File: config.mk
export PLATFORM = sky130hd
export DESIGN_NAME = fetch_ctrl_flat
export DESIGN_NICKNAME = d
export VERILOG_FILES = /design/src/rtl/fetch_ctrl_pkg.sv /design/src/rtl/fetch_ctrl_if.sv /design/src/rtl/fetch_ctrl_addr_chk.sv /design/src/rtl/fetch_ctrl.sv /design/src/flat_wrapper.sv
export SDC_FILE = /design/constraint.sdc
export NUM_CORES = 1
export LEC_CHECK = 0
export ABC_AREA = 1
export BUFFER_PORTS_ARGS = -buffer_cell sky130_fd_sc_hd__buf_2
export CAP_MARGIN = 40
export CORE_MARGIN = 2
export CORE_UTILIZATION = 40
export CTS_CLUSTER_SIZE = 30
export DETAILED_ROUTE_END_ITERATION = 12
export MAX_ROUTING_LAYER = met4
export PLACE_DENSITY = 0.65
export SLEW_MARGIN = 15
export SYNTH_ARGS = -nofsm -noshare
export SYNTH_HDL_FRONTEND = slang
export SYNTH_SLANG_ARGS = --single-unit
File: constraint.sdc
create_clock -name clk -period 1.6 [get_ports clk]
set_clock_uncertainty 0.05 [all_clocks]
set_input_delay 0.08 -clock clk [delete_from_list [all_inputs] [get_ports clk]]
set_output_delay 0.08 -clock clk [all_outputs]
set_load 0.02 [all_outputs]
File: src/rtl/fetch_ctrl_pkg.sv
// Shared MIPS fetch constants, fetch exception codes and the next-PC source encoding.
package mips_defs;

    localparam logic [31:0] PC_RESET   = 32'h0000_3000;
    localparam logic [31:0] IM_BASE    = 32'h0000_3000;
    localparam int          IM_WORDS   = 4096;
    localparam logic [31:0] EXC_VECTOR = 32'h0000_4180;

    localparam logic [4:0] EXC_NONE = 5'd0;
    localparam logic [4:0] EXC_ADEL = 5'd4;

    typedef enum logic [2:0] {
        SEL_SEQ  = 3'd0,
        SEL_BR   = 3'd1,
        SEL_HOLD = 3'd2,
        SEL_ERET = 3'd3,
        SEL_EXC  = 3'd4
    } pc_sel_e;

endpackage

File: src/rtl/fetch_ctrl_if.sv
// Instruction-ROM bus: fetch drives the byte address, ROM answers combinationally.
interface fetch_ctrl_if;
    logic [31:0] im_addr;
    logic [31:0] im_data;

    modport master (output im_addr, input im_data);
    modport slave  (input im_addr, output im_data);
endinterface

File: src/rtl/fetch_ctrl_addr_chk.sv
// Combinational fetch-address check: misaligned or outside the ROM window raises fault.
module fetch_addr_chk #(
    parameter logic [31:0] IM_BASE  = 32'h0000_3000,
    parameter int          IM_WORDS = 4096
) (
    input  logic [31:0] pc,
    output logic        fault
);
    // 33-bit end bound so a window touching 2^32 cannot wrap to zero.
    localparam logic [32:0] IM_END = {1'b0, IM_BASE} + 33'(4 * IM_WORDS);

    always_comb begin
        fault = 1'b0;
        if (pc[1:0] != 2'b00)            fault = 1'b1;
        if (pc < IM_BASE)                fault = 1'b1;
        if ({1'b0, pc} >= IM_END)        fault = 1'b1;
    end
endmodule

File: src/rtl/fetch_ctrl.sv
// F-stage PC sequencer with IF/ID pipeline register, redirect priority and AdEL tagging.
module fetch_ctrl
    import mips_defs::*;
(
    input  logic         clk,
    input  logic         reset,
    input  logic         stall,
    input  logic         br_taken,
    input  logic [31:0]  br_target,
    input  logic         jump_d,
    input  logic         exc_req,
    input  logic         eret,
    input  logic [31:0]  epc,
    fetch_ctrl_if.master rom,
    output logic [31:0]  pc_f,
    output logic [31:0]  instr_d,
    output logic [31:0]  pc_d,
    output logic [31:0]  pc8_d,
    output logic         valid_d,
    output logic         bd_d,
    output logic [4:0]   exc_code_d,
    output logic [31:0]  fetch_cnt
);
    logic    fault;
    pc_sel_e sel;

    assign rom.im_addr = pc_f;

    fetch_addr_chk #(
        .IM_BASE  (IM_BASE),
        .IM_WORDS (IM_WORDS)
    ) u_addr_chk (
        .pc    (pc_f),
        .fault (fault)
    );

    always_comb begin
        sel = SEL_SEQ;
        if (exc_req)       sel = SEL_EXC;
        else if (eret)     sel = SEL_ERET;
        else if (stall)    sel = SEL_HOLD;
        else if (br_taken) sel = SEL_BR;
    end

    always_ff @(posedge clk) begin
        if (reset) begin
            pc_f       <= PC_RESET;
            instr_d    <= 32'd0;
            pc_d       <= 32'd0;
            pc8_d      <= 32'd8;
            valid_d    <= 1'b0;
            bd_d       <= 1'b0;
            exc_code_d <= EXC_NONE;
            fetch_cnt  <= 32'd0;
        end else begin
            case (sel)
                SEL_EXC, SEL_ERET: begin
                    pc_f       <= (sel == SEL_EXC) ? EXC_VECTOR : epc;
                    pc_d       <= (sel == SEL_EXC) ? EXC_VECTOR : epc;
                    pc8_d      <= ((sel == SEL_EXC) ? EXC_VECTOR : epc) + 32'd8;
                    instr_d    <= 32'd0;
                    valid_d    <= 1'b0;
                    bd_d       <= 1'b0;
                    exc_code_d <= EXC_NONE;
                end
                SEL_HOLD: begin
                end
                default: begin
                    // The F-stage word is loaded on both sequential and branch
                    // edges; on a branch it is the delay slot.
                    pc_f    <= (sel == SEL_BR) ? br_target : pc_f + 32'd4;
                    pc_d    <= pc_f;
                    pc8_d   <= pc_f + 32'd8;
                    valid_d <= 1'b1;
                    bd_d    <= jump_d;
                    if (fault) begin
                        instr_d    <= 32'd0;
                        exc_code_d <= EXC_ADEL;
                    end else begin
                        instr_d    <= rom.im_data;
                        exc_code_d <= EXC_NONE;
                        fetch_cnt  <= fetch_cnt + 32'd1;
                    end
                end
            endcase
        end
    end
endmodule

File: src/flat_wrapper.sv
// flat-port wrapper written by rule: the top's interface ports become plain ports
module fetch_ctrl_flat import mips_defs::*;
  (clk, reset, stall, br_taken, br_target, jump_d, exc_req, eret, epc, pc_f, instr_d, pc_d, pc8_d, valid_d, bd_d, exc_code_d, fetch_cnt, rom_im_addr, rom_im_data);
  fetch_ctrl_if rom_i ();
  input  logic clk;
  input  logic reset;
  input  logic stall;
  input  logic br_taken;
  input  logic [31:0] br_target;
  input  logic jump_d;
  input  logic exc_req;
  input  logic eret;
  input  logic [31:0] epc;
  output logic [31:0] pc_f;
  output logic [31:0] instr_d;
  output logic [31:0] pc_d;
  output logic [31:0] pc8_d;
  output logic valid_d;
  output logic bd_d;
  output logic [4:0] exc_code_d;
  output logic [31:0] fetch_cnt;
  output wire logic [$bits(rom_i.im_addr)-1:0] rom_im_addr;
  input wire logic [$bits(rom_i.im_data)-1:0] rom_im_data;
  assign rom_im_addr = rom_i.im_addr;
  assign rom_i.im_data = rom_im_data;
  fetch_ctrl u_core (.clk(clk), .reset(reset), .stall(stall), .br_taken(br_taken), .br_target(br_target), .jump_d(jump_d), .exc_req(exc_req), .eret(eret), .epc(epc), .rom(rom_i), .pc_f(pc_f), .instr_d(instr_d), .pc_d(pc_d), .pc8_d(pc8_d), .valid_d(valid_d), .bd_d(bd_d), .exc_code_d(exc_code_d), .fetch_cnt(fetch_cnt));
endmodule
Word level (Yosys, flattened, before mapping)
Index checks and enable logic that the tools add are counted.
- register bits: 167
- input port bits: 103
- output and inout bits: 199
- logic and storage cells: 42
- magnitude comparators: 2
- equality and inequality tests: 4
- add/sub/neg operators: 4
- mux-type cells: 18
- reduce and logical (&&, ||, !) cells: 4
- bitwise logic cells: 2
- operator list (kind ; number):
    $pmux 32 s2 ; 4
    $mux 32 ; 3
    $add 32x4->32 const B ; 2
    $add 32x1->32 const B ; 1
    $add 32x3->32 const B ; 1
    $ge 32x15->1 const B ; 1
    $lt 32x14->1 const B ; 1
    $mux 3 ; 4
    $pmux 5 s2 ; 1
    $eq 3x2->1 const B ; 2
    $mux 1 ; 4
    $pmux 1 s2 ; 2
    $eq 3x1->1 const B ; 1
    $eq 3x3->1 const B ; 1
    $reduce_or 3->1 ; 1
    $not 1->1 ; 2
    $reduce_and 2->1 ; 1
    $reduce_bool 2->1 ; 1
    $reduce_or 2->1 ; 1

Longest topological paths before layout
- depth after elaboration: 8
- depth in mapped cells: 13
- mapped depth without buffers: 12

Hierarchy
A second synthesis with hierarchy kept.
- cell total of the unflattened synthesis: 1406
- area total of the unflattened synthesis: 8934.8 um^2
- by module, submodules not included (module ; area each (um^2) ; seq. area each (um^2) ; times used ; cells an instance):
    fetch_ctrl ; 8842.2 ; 3203.1 ; 1 ; 1382
    fetch_addr_chk ; 92.6 ; 0.0 ; 1 ; 24

Worst setup path after synthesis
OpenSTA, ideal clock, no wires.
- path type: reg-to-reg
- start point: reg u_core.pc_f[3]
- end point: reg u_core.pc_f[12]
- stages on the path, launching flop included: 10
- period minus slack after synthesis: 1871 ps
- library setup time: 125 ps
- setup slack: -271 ps
- arrival time: 1696 ps
- path buffers: 0
- data required time: 1425 ps
- cell sequence: dfxtp_1 -> ha_1 -> nand3_1 -> nor2_1 -> nand2_1 -> xor2_1 -> o21ai_0 -> nand3_1 -> nand2_1 -> nand2_1
- word-level cells in the longest chain between the ends: 3
- RTL lines (what ; line ; source):
    start, declared ; fetch_ctrl.sv:15 ; output logic [31:0] pc_f,
    start signal, assigned ; fetch_ctrl.sv:58 ; pc_f <= (sel == SEL_EXC) ? EXC_VECTOR : epc;
    start signal, assigned ; fetch_ctrl.sv:71 ; pc_f <= (sel == SEL_BR) ? br_target : pc_f + 32'd4;
    $add 32x3->32 ; fetch_ctrl.sv:71 ;
    $mux 32 ; fetch_ctrl.sv:71 ;
    $pmux 32 s2 ; fetch_ctrl.sv:56 ; case (sel)
No other way between the ends.
A chain may end at the register's enable or synchronous reset.

Final worst setup path
- start point: reg u_core.pc_f[22]
- end point: reg u_core.fetch_cnt[5]
- word-level cells in the longest chain between the ends: 5
- elaborated cells on any way between the ends: 6
- classes of those cells: order compare: 2; mux: 2; bitwise: 1; reduce/logical: 1
- RTL lines (what ; line ; source):
    $lt 32x14->1 ; fetch_ctrl_addr_chk.sv:15 ; if (pc < IM_BASE) fault = 1'b1;
    $mux 1 ; fetch_ctrl_addr_chk.sv:15 ;
    $mux 1 (*) ; fetch_ctrl_addr_chk.sv:16 ; if ({1'b0, pc} >= IM_END) fault = 1'b1;
    $not 1->1 (no line) (*) ; - ;
    $reduce_and 2->1 (no line) (*) ; - ;
    end signal, assigned ; fetch_ctrl.sv:82 ; fetch_cnt <= fetch_cnt + 32'd1;
    end, declared ; fetch_ctrl.sv:22 ; output logic [31:0] fetch_cnt
Mark *: on every way between the ends. The rest lies on a longest branch, timed or not.

==> out/qor.log <==
INFO  floorplan      floorplan.initialDensity=40.9%
INFO  yosys          mean_instance_size_in_the_synthesized_netlist=6.22squm
INFO  placed_design  finalWeightedCongestion=0.977
INFO  clock_tree     tritoncts.num_buffers=17
INFO  clock_tree     clk_latency=0.45ns
INFO  routing        dr.pass1.iters=7
INFO  grt            globalRouteMet3Util=6.10%
INFO  clock_tree     cts.root.buffer_cell=sky130_fd_sc_hd__clkbuf_16
INFO  routing        routed_vias_inst=5.24
INFO  floorplan      core_region_area=0.0236sqmm
INFO  grt            global_route.peak_usage_layer=met2
INFO  layout         mostFrequentLayoutCells=sky130_fd_sc_hd__nand2_1 (379), sky130_fd_sc_hd__buf_2 (297), sky130_fd_sc_hd__buf_4 (272)
INFO  worst_setup_path timing.critical_path.cells=buf_8 > inv_4 > nand4_1 > nor2_2 > nand2_2 > nor3_2 > buf_4 > nand3_4 > o21ai_2 > nor2_1
INFO  floorplan      num_rows=56
INFO  grt            antenna_found_initial=2
INFO  placed_design  detailedPlacementHpwl=32,100um
INFO  placed_design  io_buffer_count=297
INFO  grt            track_usage=34.0%
INFO  clock_tree     clock_tree.htree_level_count=4
INFO  job            maxCapViolations=0
INFO  worst_setup_path slowest_stage_cell_cp=sky130_fd_sc_hd__dfxtp_4
INFO  timing         finalHoldViolations=0
INFO  timing         holdWs=0.00957ns
INFO  routing        drt.antenna.violating_nets=0
INFO  placed_design  dp_slack=-0.296ns
INFO  worst_hold_path min_path_type=input port to flop
INFO  layout         final_common_cell=sky130_fd_sc_hd__nand2_1
INFO  worst_setup_path cp_bufs_invs=3
INFO  grt            gr-total-overflow=0
INFO  layout         final_core_utilization=70.1%
INFO  timing         slew-limit-headroom=50.4%
INFO  run_status     failed_checks=negative setup slack
INFO  worst_setup_path critPathMaxFanout=8
INFO  layout         syn_to_final_growth=71.4%
INFO  routing        drt-total-wl=45,500um
INFO  timing         fin_crit=1.65ns
INFO  yosys          ys_seq_area_share=33.2%
INFO  yosys          synth_enable_flop_cells=0
INFO  yosys          yosys_warnings=0
INFO  clock_tree     clock_tree.buffer_depth=2
INFO  timing         post-route-period-util=103%
INFO  yosys          synth_top_flop_cell=sky130_fd_sc_hd__dfxtp_1
INFO  yosys          synthCells=1,551
INFO  grt            groute.layer.met2.usage=53.3%
INFO  yosys          yosys_register_bits=160
INFO  timing         layout_setup_ws=-0.0531ns
INFO  floorplan      floorplan.die.width=159um
INFO  run_status     status=finished, violations left
INFO  worst_setup_path data_required_time_at_the_worst_endpoint=1.89ns
INFO  worst_setup_path criticalPathCategory=flop to flop
INFO  layout         drive_gt1_share=46.9%
INFO  floorplan      die_h=159um
INFO  timing         worst-slew-pin-transition=0.745ns
INFO  timing         achievable-frequency=0.605GHz
INFO  clock_tree     clock_tree_from_tritoncts=yes
INFO  timing         setup_violations=46
INFO  power_and_ir_drop cellLeakagePower=0.00811uW
INFO  worst_setup_path endpoint_kind=flop
INFO  grt            grt_pass1_wl=66,300um
INFO  clock_tree     cts.sink_count=160
INFO  yosys          postSynth.asyncResetShare=0%
INFO  clock_tree     clk_pin_slew=0.07ns
INFO  yosys          syn-cell-area=0.00965sqmm
INFO  worst_setup_path critical-path-max-stage-delay=0.36ns
INFO  grt            grt_start_max_net_pins=96
INFO  routing        wl_per_cell=18.3um
INFO  worst_setup_path cp_top_delay_family=simple AND/OR/NAND/NOR gates
INFO  grt            gr-usage-met1=43.4%
INFO  power_and_ir_drop power.density=684mW/mm^2
INFO  worst_setup_path worstPathArrival=1.94ns
INFO  floorplan      dieArea=0.0254sqmm
INFO  grt            via_count_of_the_first_global_routing_pass=12,000
INFO  yosys          netlist-cell-type-count=39
INFO  timing         tns=-0.808ns
INFO  routing        drt_iter0_markers=1,317
INFO  routing        detailroute.via_count=13,100
INFO  routing        remaining_drc_errors=0
INFO  timing         final-max-slew-violation-count=0
INFO  worst_setup_path critPathLaunchType=flop
INFO  layout         final_nets=2,265
INFO  floorplan      boundaryPins=302
INFO  power_and_ir_drop p_total=11,300uW
INFO  timing         rsz0062_at_grt=true
INFO  power_and_ir_drop irDropWorstVdd=0.583mV
power by group:
part	leakage, uW	internal [uW]	switching, uW	total [uW]
clock network	0.000300	2330	2090	4420
logic	0.00648	1100	1540	2640
registers	0.00133	4120	139	4260
total	0.00811	7550	3760	11300
cell usage after synthesis, drive strengths merged (2+ instances only):
| cell type | n | area, sq um |
|---|---|---|
| buf | 75 | 509 |
| nand3 | 147 | 761 |
| xor2 | 18 | 158 |
| nor3 | 27 | 135 |
| a41oi | 3 | 26.3 |
| inv | 138 | 518 |
| a31oi | 9 | 56.3 |
| nand4 | 18 | 113 |
| ha | 3 | 37.5 |
| nand2 | 498 | 1920 |
| nand3b | 11 | 86.3 |
| clkinv | 2 | 7.51 |
| a221oi | 2 | 17.5 |
| clkbuf | 30 | 113 |
| o21ai | 102 | 510 |
| a21oi | 119 | 599 |
| dfxtp | 160 | 3200 |
| or2 | 5 | 31.3 |
| nor2 | 163 | 698 |
| o21bai | 4 | 30.0 |
| and3 | 2 | 12.5 |
| o211ai | 10 | 75.1 |
kinds of logic after synthesis:
kind of cell / after synthesis / share of synthesized area, %
simple gates: 872 / 39.0
compound gates: 251 / 13.8
buf+inv: 245 / 11.9
flops: 160 / 33.2
xor+xnor: 19 / 1.72
fa+ha+maj: 3 / 0.389
other cells: 1 / 0.0389
tightest hold or removal path, cell delays in order:
cell and delay [ns]:
sky130_fd_sc_hd__buf_2 0.12, sky130_fd_sc_hd__inv_1 0.10, sky130_fd_sc_hd__o21ai_0 0.09, sky130_fd_sc_hd__nor2_1 0.07
through the flow:
stage          instances  instance area (sq um)
3_5_place_dp        2344                  13300
2_1_floorplan       1554                   9720
4_1_cts             2445                  14900
3_3_place_gp        2344                  13300
6_report            2493                  16500
5_1_grt             2493                  16500
path summary, 6_finish.rpt:
check | startpoint | end | slack, ns | cells after the start
worst min register to register | u_core.instr_d[2] | u_core.instr_d[2] | 0.41 | 2
worst max-delay path | u_core.pc_f[22] | u_core.fetch_cnt[5] | -0.05 | 10
worst max register to register | u_core.pc_f[22] | u_core.fetch_cnt[5] | -0.05 | 10
worst min-delay path | stall | u_core.valid_d | 0.01 | 4
metal layers:
layer | part of all wire (%) | vias up
li1 | - | 6199
met1 | 41 | 6041
met2 | 46 | 688
met3 | 8.0 | 143
met4 | 4.8 | 0
met5 | 0 | -
state kept, by name (all words and copies together), names as in the netlist:
signal,cells
u_core.pc_d,29
u_core.pc_f,32
u_core.exc_code_d,1
u_core.fetch_cnt,32
u_core.bd_d,1
u_core.pc8_d,32
u_core.valid_d,1
u_core.instr_d,32
area by class of cell:
cell class	count	area [sq um]
Sequential cell	160	3310
Clock buffer	19	453
Multi-Input combinational cell	1149	6650
Timing Repair Buffer	691	5010
Inverter	140	559
Tap cell	319	399
Antenna cell	2	5.00
Clock inverter	13	161
Fill cell	1962	7070
what timing repair did:
item / in CTS / in global routing
hold endpoints to repair: 60 / 0
resized for setup: 112 / 365
buffers inserted: 8 / 49
pin swaps: 16 / 131
hold buffers: 59 / 0
setup endpoints to repair: 107 / 116
gates cloned: 2 / 1
(Power assumes the default switching activity.)
